<file path="src/rtl/pixel_layer_fetch_pkg.sv">
// Shared constants for the sprite fetch path: SRAM layout, object IDs and the
// fetch FSM encoding.
package sram_pkg;
    localparam int ADDR_WIDTH  = 16;
    localparam int COLOR_WIDTH = 8;
    localparam int MAX_OBJ     = 8;

    // Each layer owns a 4K-entry sprite region; W*H never exceeds 4096.
    localparam logic [ADDR_WIDTH-1:0] OBJ_BASE [MAX_OBJ] = '{
        16'h0000, 16'h1000, 16'h2000, 16'h3000,
        16'h4000, 16'h5000, 16'h6000, 16'h7000
    };
    localparam logic [10:0] OBJ_W [MAX_OBJ] = '{
        11'd32, 11'd32, 11'd32, 11'd32, 11'd16, 11'd48, 11'd64, 11'd8
    };
    localparam logic [10:0] OBJ_H [MAX_OBJ] = '{
        11'd32, 11'd16, 11'd32, 11'd24, 11'd16, 11'd32, 11'd64, 11'd8
    };
endpackage

package game_pkg;
    typedef enum logic [3:0] {
        OBJECT_MAP    = 4'd0,
        OBJECT_PLAYER = 4'd1,
        OBJECT_ENEMY  = 4'd2,
        OBJECT_BULLET = 4'd3,
        OBJECT_ITEM   = 4'd4,
        OBJECT_HUD    = 4'd5,
        OBJECT_CURSOR = 4'd6,
        OBJECT_FX     = 4'd7,
        OBJECT_BG     = 4'd8
    } ObjectID;

    localparam int MAX_LAYERS = 8;
    localparam ObjectID LAYER_ID [MAX_LAYERS] = '{
        OBJECT_CURSOR, OBJECT_HUD, OBJECT_PLAYER, OBJECT_BULLET,
        OBJECT_ENEMY, OBJECT_ITEM, OBJECT_FX, OBJECT_BG
    };
endpackage

package pixel_layer_fetch_pkg;
    typedef enum logic [2:0] {
        ST_IDLE,
        ST_SCAN,
        ST_READ,
        ST_WAIT,
        ST_OUT
    } fetch_state_t;

    // 11-bit compare so that origin+len cannot wrap past the 10-bit screen.
    function automatic logic in_span(input logic [9:0] p, input logic [9:0] o,
                                     input logic [10:0] len);
        return ({1'b0, p} >= {1'b0, o}) && ({1'b0, p} < ({1'b0, o} + len));
    endfunction
endpackage

</file>
<file path="src/rtl/pixel_layer_fetch_enc.sv">
// Combinational lowest-set-bit encoder over the remaining layer mask.
module layer_priority_enc #(
    parameter int NUM_OBJ = 8,
    parameter int IW      = 3
) (
    input  logic [NUM_OBJ-1:0] mask,
    output logic [IW-1:0]      idx,
    output logic               empty
);
    always_comb begin
        idx   = '0;
        empty = 1'b1;
        for (int i = NUM_OBJ - 1; i >= 0; i--) begin
            if (mask[i]) begin
                idx   = IW'(i);
                empty = 1'b0;
            end
        end
    end
endmodule

</file>
<file path="src/rtl/pixel_layer_fetch.sv">
// Per-pixel layer resolver: hit-tests all layers at accept, then walks them in
// priority order reading sprite SRAM until an opaque pixel is found.
module pixel_layer_fetch
    import sram_pkg::*;
    import game_pkg::*;
    import pixel_layer_fetch_pkg::*;
#(
    parameter int      NUM_OBJ     = 8,
    parameter ObjectID FALLBACK_ID = OBJECT_MAP
) (
    input  logic                            i_clk,
    input  logic                            i_rst,
    input  logic                            i_px_valid,
    output logic                            o_px_ready,
    input  logic [9:0]                      i_px_x,
    input  logic [9:0]                      i_px_y,
    input  logic [NUM_OBJ-1:0]              i_obj_en,
    input  logic [NUM_OBJ-1:0][9:0]         i_obj_x,
    input  logic [NUM_OBJ-1:0][9:0]         i_obj_y,
    output logic                            o_sram_rd,
    output logic [ADDR_WIDTH-1:0]           o_sram_addr,
    input  logic                            i_sram_rvalid,
    input  logic [COLOR_WIDTH-1:0]          i_sram_rdata,
    output logic                            o_valid,
    input  logic                            i_ready,
    output ObjectID                         o_object_id,
    output logic [COLOR_WIDTH-1:0]          o_encoded_color
);
    localparam int IW = (NUM_OBJ > 1) ? $clog2(NUM_OBJ) : 1;

    fetch_state_t                          state;
    logic [NUM_OBJ-1:0]                    mask;
    logic [NUM_OBJ-1:0]                    hit;
    logic [NUM_OBJ-1:0]                    rest;
    logic [NUM_OBJ-1:0][ADDR_WIDTH-1:0]    off_c;
    logic [NUM_OBJ-1:0][ADDR_WIDTH-1:0]    lane_off;
    logic [IW-1:0]                         cur_k;
    logic [IW-1:0]                         enc_idx;
    logic                                  enc_empty;

    // Offsets are latched with the mask so later object moves cannot disturb
    // the pixel in flight.
    for (genvar k = 0; k < NUM_OBJ; k++) begin : g_lane
        logic [9:0] dx;
        logic [9:0] dy;
        assign dx       = i_px_x - i_obj_x[k];
        assign dy       = i_px_y - i_obj_y[k];
        assign hit[k]   = i_obj_en[k]
                        && in_span(i_px_x, i_obj_x[k], OBJ_W[k])
                        && in_span(i_px_y, i_obj_y[k], OBJ_H[k]);
        assign off_c[k] = ADDR_WIDTH'(dy) * ADDR_WIDTH'(OBJ_W[k]) + ADDR_WIDTH'(dx);
    end

    layer_priority_enc #(.NUM_OBJ(NUM_OBJ), .IW(IW)) u_enc (
        .mask  (mask),
        .idx   (enc_idx),
        .empty (enc_empty)
    );

    assign rest = mask & ~(NUM_OBJ'(1) << cur_k);

    always_ff @(posedge i_clk or posedge i_rst) begin
        if (i_rst) begin
            state           <= ST_IDLE;
            mask            <= '0;
            lane_off        <= '0;
            cur_k           <= '0;
            o_px_ready      <= 1'b1;
            o_valid         <= 1'b0;
            o_sram_rd       <= 1'b0;
            o_sram_addr     <= '0;
            o_object_id     <= FALLBACK_ID;
            o_encoded_color <= '0;
        end else begin
            o_sram_rd <= 1'b0;
            case (state)
                ST_IDLE: begin
                    if (i_px_valid) begin
                        mask       <= hit;
                        lane_off   <= off_c;
                        o_px_ready <= 1'b0;
                        state      <= ST_SCAN;
                    end
                end
                ST_SCAN: begin
                    if (enc_empty) begin
                        o_object_id     <= FALLBACK_ID;
                        o_encoded_color <= '0;
                        o_valid         <= 1'b1;
                        state           <= ST_OUT;
                    end else begin
                        cur_k       <= enc_idx;
                        o_sram_addr <= OBJ_BASE[enc_idx] + lane_off[enc_idx];
                        o_sram_rd   <= 1'b1;
                        state       <= ST_READ;
                    end
                end
                ST_READ: state <= ST_WAIT;
                ST_WAIT: begin
                    if (i_sram_rvalid) begin
                        // A transparent last layer still owns the pixel.
                        if ((|i_sram_rdata) || (rest == '0)) begin
                            o_object_id     <= LAYER_ID[cur_k];
                            o_encoded_color <= i_sram_rdata;
                            o_valid         <= 1'b1;
                            state           <= ST_OUT;
                        end else begin
                            mask  <= rest;
                            state <= ST_SCAN;
                        end
                    end
                end
                ST_OUT: begin
                    if (i_ready) begin
                        o_valid    <= 1'b0;
                        o_px_ready <= 1'b1;
                        state      <= ST_IDLE;
                    end
                end
                default: state <= ST_IDLE;
            endcase
        end
    end
endmodule

</file>
<file path="config.mk">
export PLATFORM = sky130hd
export DESIGN_NAME = pixel_layer_fetch
export DESIGN_NICKNAME = d
export VERILOG_FILES = /design/src/rtl/pixel_layer_fetch_pkg.sv /design/src/rtl/pixel_layer_fetch_enc.sv /design/src/rtl/pixel_layer_fetch.sv
export SDC_FILE = /design/constraint.sdc
export NUM_CORES = 1
export LEC_CHECK = 0
export ABC_AREA = 1
export CAP_MARGIN = 20
export CORE_UTILIZATION = 49
export DETAILED_ROUTE_END_ITERATION = 16
export MAX_ROUTING_LAYER = met4
export PLACE_DENSITY_LB_ADDON = 0.15
export SLEW_MARGIN = 20
export SYNTH_ARGS = -nofsm -noshare
export SYNTH_HDL_FRONTEND = slang
export SYNTH_SLANG_ARGS = --single-unit
</file>
<file path="constraint.sdc">
create_clock -name i_clk -period 10.6 [get_ports i_clk]
set_input_delay 1.06 -clock i_clk [delete_from_list [all_inputs] [get_ports i_clk]]
set_output_delay 1.06 -clock i_clk [all_outputs]
set_load 0.02 [all_outputs]
</file>
; ---- After elaboration in Yosys (flattened, before gate mapping)
; Memory sizes are Yosys's and may differ from the RTL's.
; Index checks and enable logic that the tools add are counted.
[totals]
romBits = 160
in_bits = 201
reg_bits = 173
n_memories = 2
out_inout_bits = 31
[op_classes]
n_reduce_logical = 47
n_eq_ne = 10
magnitude_cmp = 35
bitwise_logic = 5
n_mux = 50
n_addsub = 41
shift = 1
n_mul = 1
[memory_table]
columns = name, depth, word_bits, rd, rd_ports_with_merged_regs, wr, line_no
row1 = (no name shown), 8, 16, 1, 0, 0, pixel_layer_fetch.sv:93  ; o_sram_addr <= OBJ_BASE[enc_idx] + lane_off[enc_idx];
row2 = (no name shown), 8, 4, 1, 0, 0, pixel_layer_fetch.sv:103  ; o_object_id <= LAYER_ID[cur_k];
[ops]
columns = operator, n
row1 = 10-bit by 11-bit < comparator with 1-bit output, 16
row2 = 10-bit greater-or-equal comparator, 16
row3 = 10-bit subtractor, 16
row4 = 10-bit by 6-bit adder with 11-bit output (second input constant), 8
row5 = 15-bit by 10-bit adder with 16-bit output, 4
row6 = 16-bit binary-select mux with 3-bit select, 1
row7 = 16-bit two-way mux, 3
row8 = 8-bit two-way mux, 6
row9 = 10-bit by 5-bit adder with 11-bit output (second input constant), 4
row10 = 3-bit two-way mux, 13
row11 = 16-bit by 10-bit adder with 16-bit output, 2
row12 = 1-bit logical AND, 32
row13 = 8-bit one-hot mux with 2 select lines, 2
row14 = 10-bit by 4-bit adder with 11-bit output (second input constant), 2
row15 = 10-bit by 7-bit adder with 11-bit output (second input constant), 2
row16 = 4-bit two-way mux, 5
row17 = 16-bit adder, 1
row18 = 1-bit two-way mux, 16
row19 = 14-bit by 10-bit adder with 15-bit output, 1
row20 = 3-bit one-hot mux with 5 select lines, 1
row21 = 13-bit by 10-bit adder with 14-bit output, 1
row22 = 10-bit by 2-bit multiplier with 12-bit output (second input constant), 1
row23 = 2-bit != test (second input constant), 6
row24 = 8-bit AND, 1
row25 = other kinds (22), 30

; ---- Longest topological paths before layout
[logic_depth]
word_depth = 13
mapped_depth = 24
mapped_depth_nobuf = 24

; ---- Hierarchy
; Synthesis repeated with hierarchy kept, for this count alone.
[unflattened]
hier_cells = 3306
hier_area_um2 = 21871.0
[by_module_without_submodules]
columns = module, area_per_inst_um2, cells_per_inst, n_inst
row1 = pixel_layer_fetch, 21769.6, 3285, 1
row2 = layer_priority_enc, 101.3, 21, 1

; ---- Least setup slack after synthesis
; Ideal clock, no wire load.
[synth_timing]
path_kind = input port to flip-flop
start = in i_px_y[0]
end = reg lane_off[95] (netlist bit)
arrival_ns = 4.038
stages = 20
required_time_ns = 10.483
slack_ns = 6.444
cell_sequence = inv_1 ha_1 fa_1 xnor2_1 ha_1 a21oi_1 nand2_1 xor2_1 ha_1 nand2_1 inv_1 nand4_1 nand3_1 a21oi_1 nor2_1 nand2_1 nor2_1 nand3_1 nand3_1 nand2_1
[synth_between]
elab_chain_len = 3
[synth_lines]
columns = item, line_no
row1 = from (decl), pixel_layer_fetch.sv:16  ; input logic [9:0] i_px_y,
row2 = 10-bit subtractor, pixel_layer_fetch.sv:47  ; assign dy = i_px_y - i_obj_y[k];
row3 = 10-bit by 2-bit multiplier with 12-bit output, pixel_layer_fetch.sv:51  ; assign off_c[k] = ADDR_WIDTH'(dy) * ADDR_WIDTH'(OBJ_W[k]) + ADDR_WIDTH'(dx);
row4 = 16-bit by 10-bit adder with 16-bit output, pixel_layer_fetch.sv:51
row5 = to (signal assigned), pixel_layer_fetch.sv:66  ; lane_off <= '0;
row6 = to (signal assigned), pixel_layer_fetch.sv:80  ; lane_off <= off_c;
row7 = to (decl), pixel_layer_fetch.sv:36  ; logic [NUM_OBJ-1:0][ADDR_WIDTH-1:0] lane_off;
; No other way between the ends.
; A chain may end at the register's enable or synchronous reset.

; ---- Final worst setup path
[layout_timing]
start = in i_px_x[4]
end = reg lane_off[47] (netlist bit)
[layout_between]
elab_chain_len = 2
[layout_lines]
columns = item, line_no
row1 = from (decl), pixel_layer_fetch.sv:15  ; input logic [9:0] i_px_x,
row2 = 10-bit subtractor, pixel_layer_fetch.sv:46  ; assign dx = i_px_x - i_obj_x[k];
row3 = 15-bit by 10-bit adder with 16-bit output, pixel_layer_fetch.sv:51
; No other way between the ends.

==> impl_results.rst <==
.. list-table::
   :header-rows: 1

   * - Metric
     - Value
   * - Number of antenna violations at the first check in global routing
     - 2
   * - Peak Freq
     - 0.2054 GHz
   * - CTS H-tree lvls
     - 4
   * - Dominant combinational cell family by area after synthesis
     - simple AND/OR/NAND/NOR gates
   * - Clock latency on the worst-skew pair
     - 0.45 ns
   * - Overall routing resource usage
     - 0.3270
   * - Via total after detailed routing
     - 22.12k
   * - Setup TNS
     - 0 ns
   * - Critical path buffers and inverters
     - 4
   * - Cts bufs inserted
     - 17
   * - Class of the worst hold path
     - reg2reg
   * - Die outline height
     - 212.1 um
   * - Post-Synthesis Net Count
     - 3,799
   * - CP Class
     - in2reg
   * - Leading cell types by total area after synthesis
     - sky130_fd_sc_hd__dfrtp_1 20%, sky130_fd_sc_hd__ha_1 19%, sky130_fd_sc_hd__nand2_1 14%
   * - Number of design-rule violations left by the first detailed-router iteration
     - 1,753
   * - Data arrival time of the worst path
     - 5.24 ns
   * - Total setup violations reported at the end of the flow
     - 0
   * - Post-route worst hold slack
     - 0.4684 ns
   * - Drt first pass iters
     - 6
   * - Crit path cell chain
     - clkdlybuf4s50_1 -> ha_1 -> inv_1 -> o21bai_1 -> o21bai_1 -> a21oi_1 -> xnor2_1 -> ha_1 -> inv_1 -> fa_1 -> inv_1 -> nand2_1 -> nand2_1 -> a21oi_1 -> or2_1 -> nand2_1 -> nand3_1 -> or2_1 -> nor2_1 -> nand3_1 -> o21ai_1
   * - Pwr per Cell Area
     - 183.6 mW/mm2
   * - Detail-routed via count per cell
     - 5.443
   * - Crit path capture type
     - flop
   * - Total of flip-flops plus latches after synthesis
     - 170
   * - Simple-gate share of the synthesized area
     - 0.2829
   * - Pins Over Slew Limit
     - 0
   * - Horizontal extent of the die
     - 212.1 um
   * - Placed wire-length estimate
     - 56.31 mm
   * - Fraction of the core area covered by cells at the end of the flow
     - 0.5840
   * - Placeable core region
     - 0.04327 mm2
   * - Row count
     - 76
   * - Final Power
     - 0.004639 W
   * - Die area
     - 0.04498 mm2
   * - Post-synthesis cell area
     - 0.02163 mm2
   * - P_leak
     - 13.19 nW
   * - Yosys cell types
     - 53
   * - Largest buffer count on any clock path
     - 2
   * - Critical-path top delay cell
     - sky130_fd_sc_hd__clkdlybuf4s50_1
   * - Post-synthesis average cell area
     - 6.659 um2
   * - Effective utilization at floorplan
     - 0.4999
   * - Fraction of synthesized area in multiplexers
     - 0
   * - Final RePlAce weighted congestion
     - 0.9938
   * - Count of boundary I/O pins
     - 232
   * - Peak supply drop
     - 0.1196 mV
   * - Result of the run
     - complete, no violations
   * - Root Buffer
     - sky130_fd_sc_hd__clkbuf_16
   * - Post-route cell area
     - 0.02527 mm2
   * - Share of the synthesized area in compound gates (AO/OA/AOI/OAI)
     - 0.1389
   * - Worst Clk Skew
     - 0.01682 ns
   * - Average wire per standard cell
     - 17.50 um
   * - Hold path depth
     - 2
   * - Final critical-path required period
     - 4.869 ns
   * - Hold Buf Count CTS
     - 0
   * - Sequential element share of the synthesized area
     - 0.1967
   * - Share of Yosys cell area claimed by the top area cell type
     - 0.1955
   * - Fin nets
     - 4,017
   * - Slew headroom
     - 0.3621
   * - Synth-to-layout area growth
     - 16.83%
   * - Number of enable-type register cells in the synthesized netlist
     - 0
   * - Post-CTS repair timing setup buffer count
     - 0
   * - Most used DFF post-synth
     - sky130_fd_sc_hd__dfrtp_1
   * - Number of global-route vias before repair
     - 20.75k
   * - Largest net degree at the start of global routing
     - 91
   * - Wire length of the first global-routing pass
     - 111.1 mm
   * - Worst Setup Start Kind
     - input pin
   * - Synthesized-area fraction occupied by adder cells
     - 0.2115
   * - Stages on the worst setup path
     - 21
   * - Post_cts resized
     - 0
   * - Fraction of the cycle the final worst path needs
     - 0.4593
   * - Yosys warnings
     - 0
   * - Placed instance area
     - 0.02462 mm2
   * - Fraction of synthesized cell area in xor and xnor cells
     - 0.07040
   * - Global route overflow
     - 0
   * - Maximum single-stage delay on the critical path
     - 0.93 ns
   * - Slew at the pin closest to its max-slew limit
     - 0.9539 ns
   * - Number of I/O port buffers
     - 231
   * - Hold violation count in the final report
     - 0
   * - CTS clock-pin slew for the worst setup and hold paths
     - 0.08 ns
   * - TritonCTS clock tree
     - built
   * - Setup repair after global routing missed its margin
     - no
   * - Async set or reset register ratio after synthesis
     - 1.000
   * - Post-synthesis instance total
     - 3,248
   * - Post-DRT Antenna Nets
     - 0
   * - Required time of the worst setup path
     - 10.97 ns
   * - DRC violation count after routing
     - 0
   * - Maximum fanout encountered on the critical timing path
     - 11
   * - CTS sink cnt
     - 170
   * - Final WL
     - 71.14 mm
   * - Ratio of cells with drive above 1 in the final layout
     - 0.03047
   * - Worst R2R Path Depth
     - 22
   * - Delay-heaviest family, CP
     - adder cells
   * - Cell type with the largest total area after synthesis
     - sky130_fd_sc_hd__dfrtp_1
   * - Count of maximum capacitance violations
     - 0
==> synth_stat cells, types with 22 or more instances <==
cell	n
sky130_fd_sc_hd__xor2_1	122
sky130_fd_sc_hd__xnor2_1	50
sky130_fd_sc_hd__a21oi_1	206
sky130_fd_sc_hd__inv_1	481
sky130_fd_sc_hd__inv_2	25
sky130_fd_sc_hd__nand4_1	58
sky130_fd_sc_hd__nand2_1	786
sky130_fd_sc_hd__dfrtp_1	169
sky130_fd_sc_hd__buf_2	22
sky130_fd_sc_hd__clkbuf_1	33
sky130_fd_sc_hd__o21ai_1	130
sky130_fd_sc_hd__nand3_1	247
sky130_fd_sc_hd__o211ai_1	22
sky130_fd_sc_hd__ha_1	324
sky130_fd_sc_hd__nor2_1	260
sky130_fd_sc_hd__fa_1	26
sky130_fd_sc_hd__nor3_1	34
sky130_fd_sc_hd__o21ai_0	92
==> layout make-up <==
cell class / instances / area [um2]
fillers: 4258 / 18000
clock buffers: 17 / 425.4
well taps: 585 / 732.0
flip-flops and latches: 170 / 4255
multi-input cells: 2512 / 15230
clock inverters: 15 / 214.0
inverters: 511 / 1926
diodes: 1 / 2.502
repair buffers: 254 / 2484
==> through the flow <==
step	std cells	worst slack (ns)
2_1_floorplan	3248	4.938
3_3_place_gp	4032	5.414
3_5_place_dp	4032	5.290
4_1_cts	4064	5.746
5_1_grt	4065	5.371
6_report	4065	5.731
==> worst register-to-register path: stages, from the launching register on <==
cell,delay [ns]
sky130_fd_sc_hd__dfrtp_1,0.43
sky130_fd_sc_hd__inv_1,0.06
sky130_fd_sc_hd__nand2_1,0.05
sky130_fd_sc_hd__nand2_1,0.04
sky130_fd_sc_hd__nand2_1,0.05
sky130_fd_sc_hd__nand2_1,0.05
sky130_fd_sc_hd__nand2_1,0.05
sky130_fd_sc_hd__nand2_1,0.11
sky130_fd_sc_hd__nand2_2,0.08
sky130_fd_sc_hd__buf_4,0.59
sky130_fd_sc_hd__inv_2,0.60
sky130_fd_sc_hd__o211ai_1,0.49
sky130_fd_sc_hd__o211ai_1,0.14
sky130_fd_sc_hd__nand2_1,0.09
sky130_fd_sc_hd__inv_1,0.04
sky130_fd_sc_hd__ha_1,0.31
sky130_fd_sc_hd__nand2_1,0.08
sky130_fd_sc_hd__nand2_1,0.05
sky130_fd_sc_hd__a31oi_1,0.18
sky130_fd_sc_hd__inv_1,0.07
sky130_fd_sc_hd__nand3_1,0.11
sky130_fd_sc_hd__nand3_1,0.14
sky130_fd_sc_hd__nand2_1,0.08
==> power by group <==
part	switching, W	total (W)	internal, W
registers	0.000212	0.00116	0.000946
clock network	0.000343	0.000671	0.000328
logic	0.00180	0.00281	0.00101
total	0.00235	0.00464	0.00229
==> final timing paths <==
path,start,to,slack [ns]
setup / recovery,i_px_x[4],lane_off[47]$_DFFE_PP0P_,5.73
hold / removal,o_px_ready$_DFFE_PP1P_,o_px_ready$_DFFE_PP1P_,0.47
setup reg to reg,mask[6]$_DFFE_PP0P_,o_sram_addr[15]$_DFFE_PP0P_,6.65
hold reg to reg,o_px_ready$_DFFE_PP1P_,o_px_ready$_DFFE_PP1P_,0.47
max in group asynchronous,i_rst,cur_k[2]$_DFFE_PP0P_,8.14
min in group asynchronous,i_rst,o_encoded_color[5]$_DFFE_PP0P_,1.17
==> placed cells by master, fill, tap and decap left out, types with 13 or more instances in the layout <==
cell type	instances
sky130_fd_sc_hd__nand3b_1	20
sky130_fd_sc_hd__inv_2	24
sky130_fd_sc_hd__xnor2_1	50
sky130_fd_sc_hd__nand3_1	247
sky130_fd_sc_hd__inv_1	480
sky130_fd_sc_hd__clkbuf_16	17
sky130_fd_sc_hd__ha_1	324
sky130_fd_sc_hd__o21ai_0	92
sky130_fd_sc_hd__o21ai_1	130
sky130_fd_sc_hd__buf_4	22
sky130_fd_sc_hd__clkdlybuf4s50_1	230
sky130_fd_sc_hd__nor3_1	34
sky130_fd_sc_hd__a31oi_1	17
sky130_fd_sc_hd__xor2_1	122
sky130_fd_sc_hd__a21o_1	13
sky130_fd_sc_hd__o21bai_1	17
sky130_fd_sc_hd__fa_1	26
sky130_fd_sc_hd__o211ai_1	22
sky130_fd_sc_hd__nand4_1	58
sky130_fd_sc_hd__nor2_1	259
sky130_fd_sc_hd__dfrtp_1	169
sky130_fd_sc_hd__a21oi_1	206
sky130_fd_sc_hd__nand2_1	785
==> sequential cells by signal, summed over array words and instances (netlist names) <==
name / count
lane_off: 125
o_sram_addr: 16
mask: 8
o_encoded_color: 8
o_object_id: 4
cur_k: 3
state: 3
o_px_ready: 1
o_sram_rd: 1
o_valid: 1
==> layer usage <==
| metal | vias to the layer above | track usage | routed length, um |
|---|---|---|---|
| met5 | - | - | 0 |
| met4 | 0 | 0.08571 | 1789 |
| met3 | 85 | 0.02408 | 3908 |
| met2 | 629 | 0.5103 | 31510 |
| met1 | 10270 | 0.4562 | 33930 |
| li1 | 11140 | - | - |
==> cells by family after synthesis <==
| logic type | Yosys count |
|---|---|
| xor+xnor | 173 |
| simple gates | 1445 |
| compound gates | 544 |
| fa+ha+maj | 350 |
| flops | 170 |
| buf+inv | 566 |
Note: power is estimated with default switching activity, not from simulation.
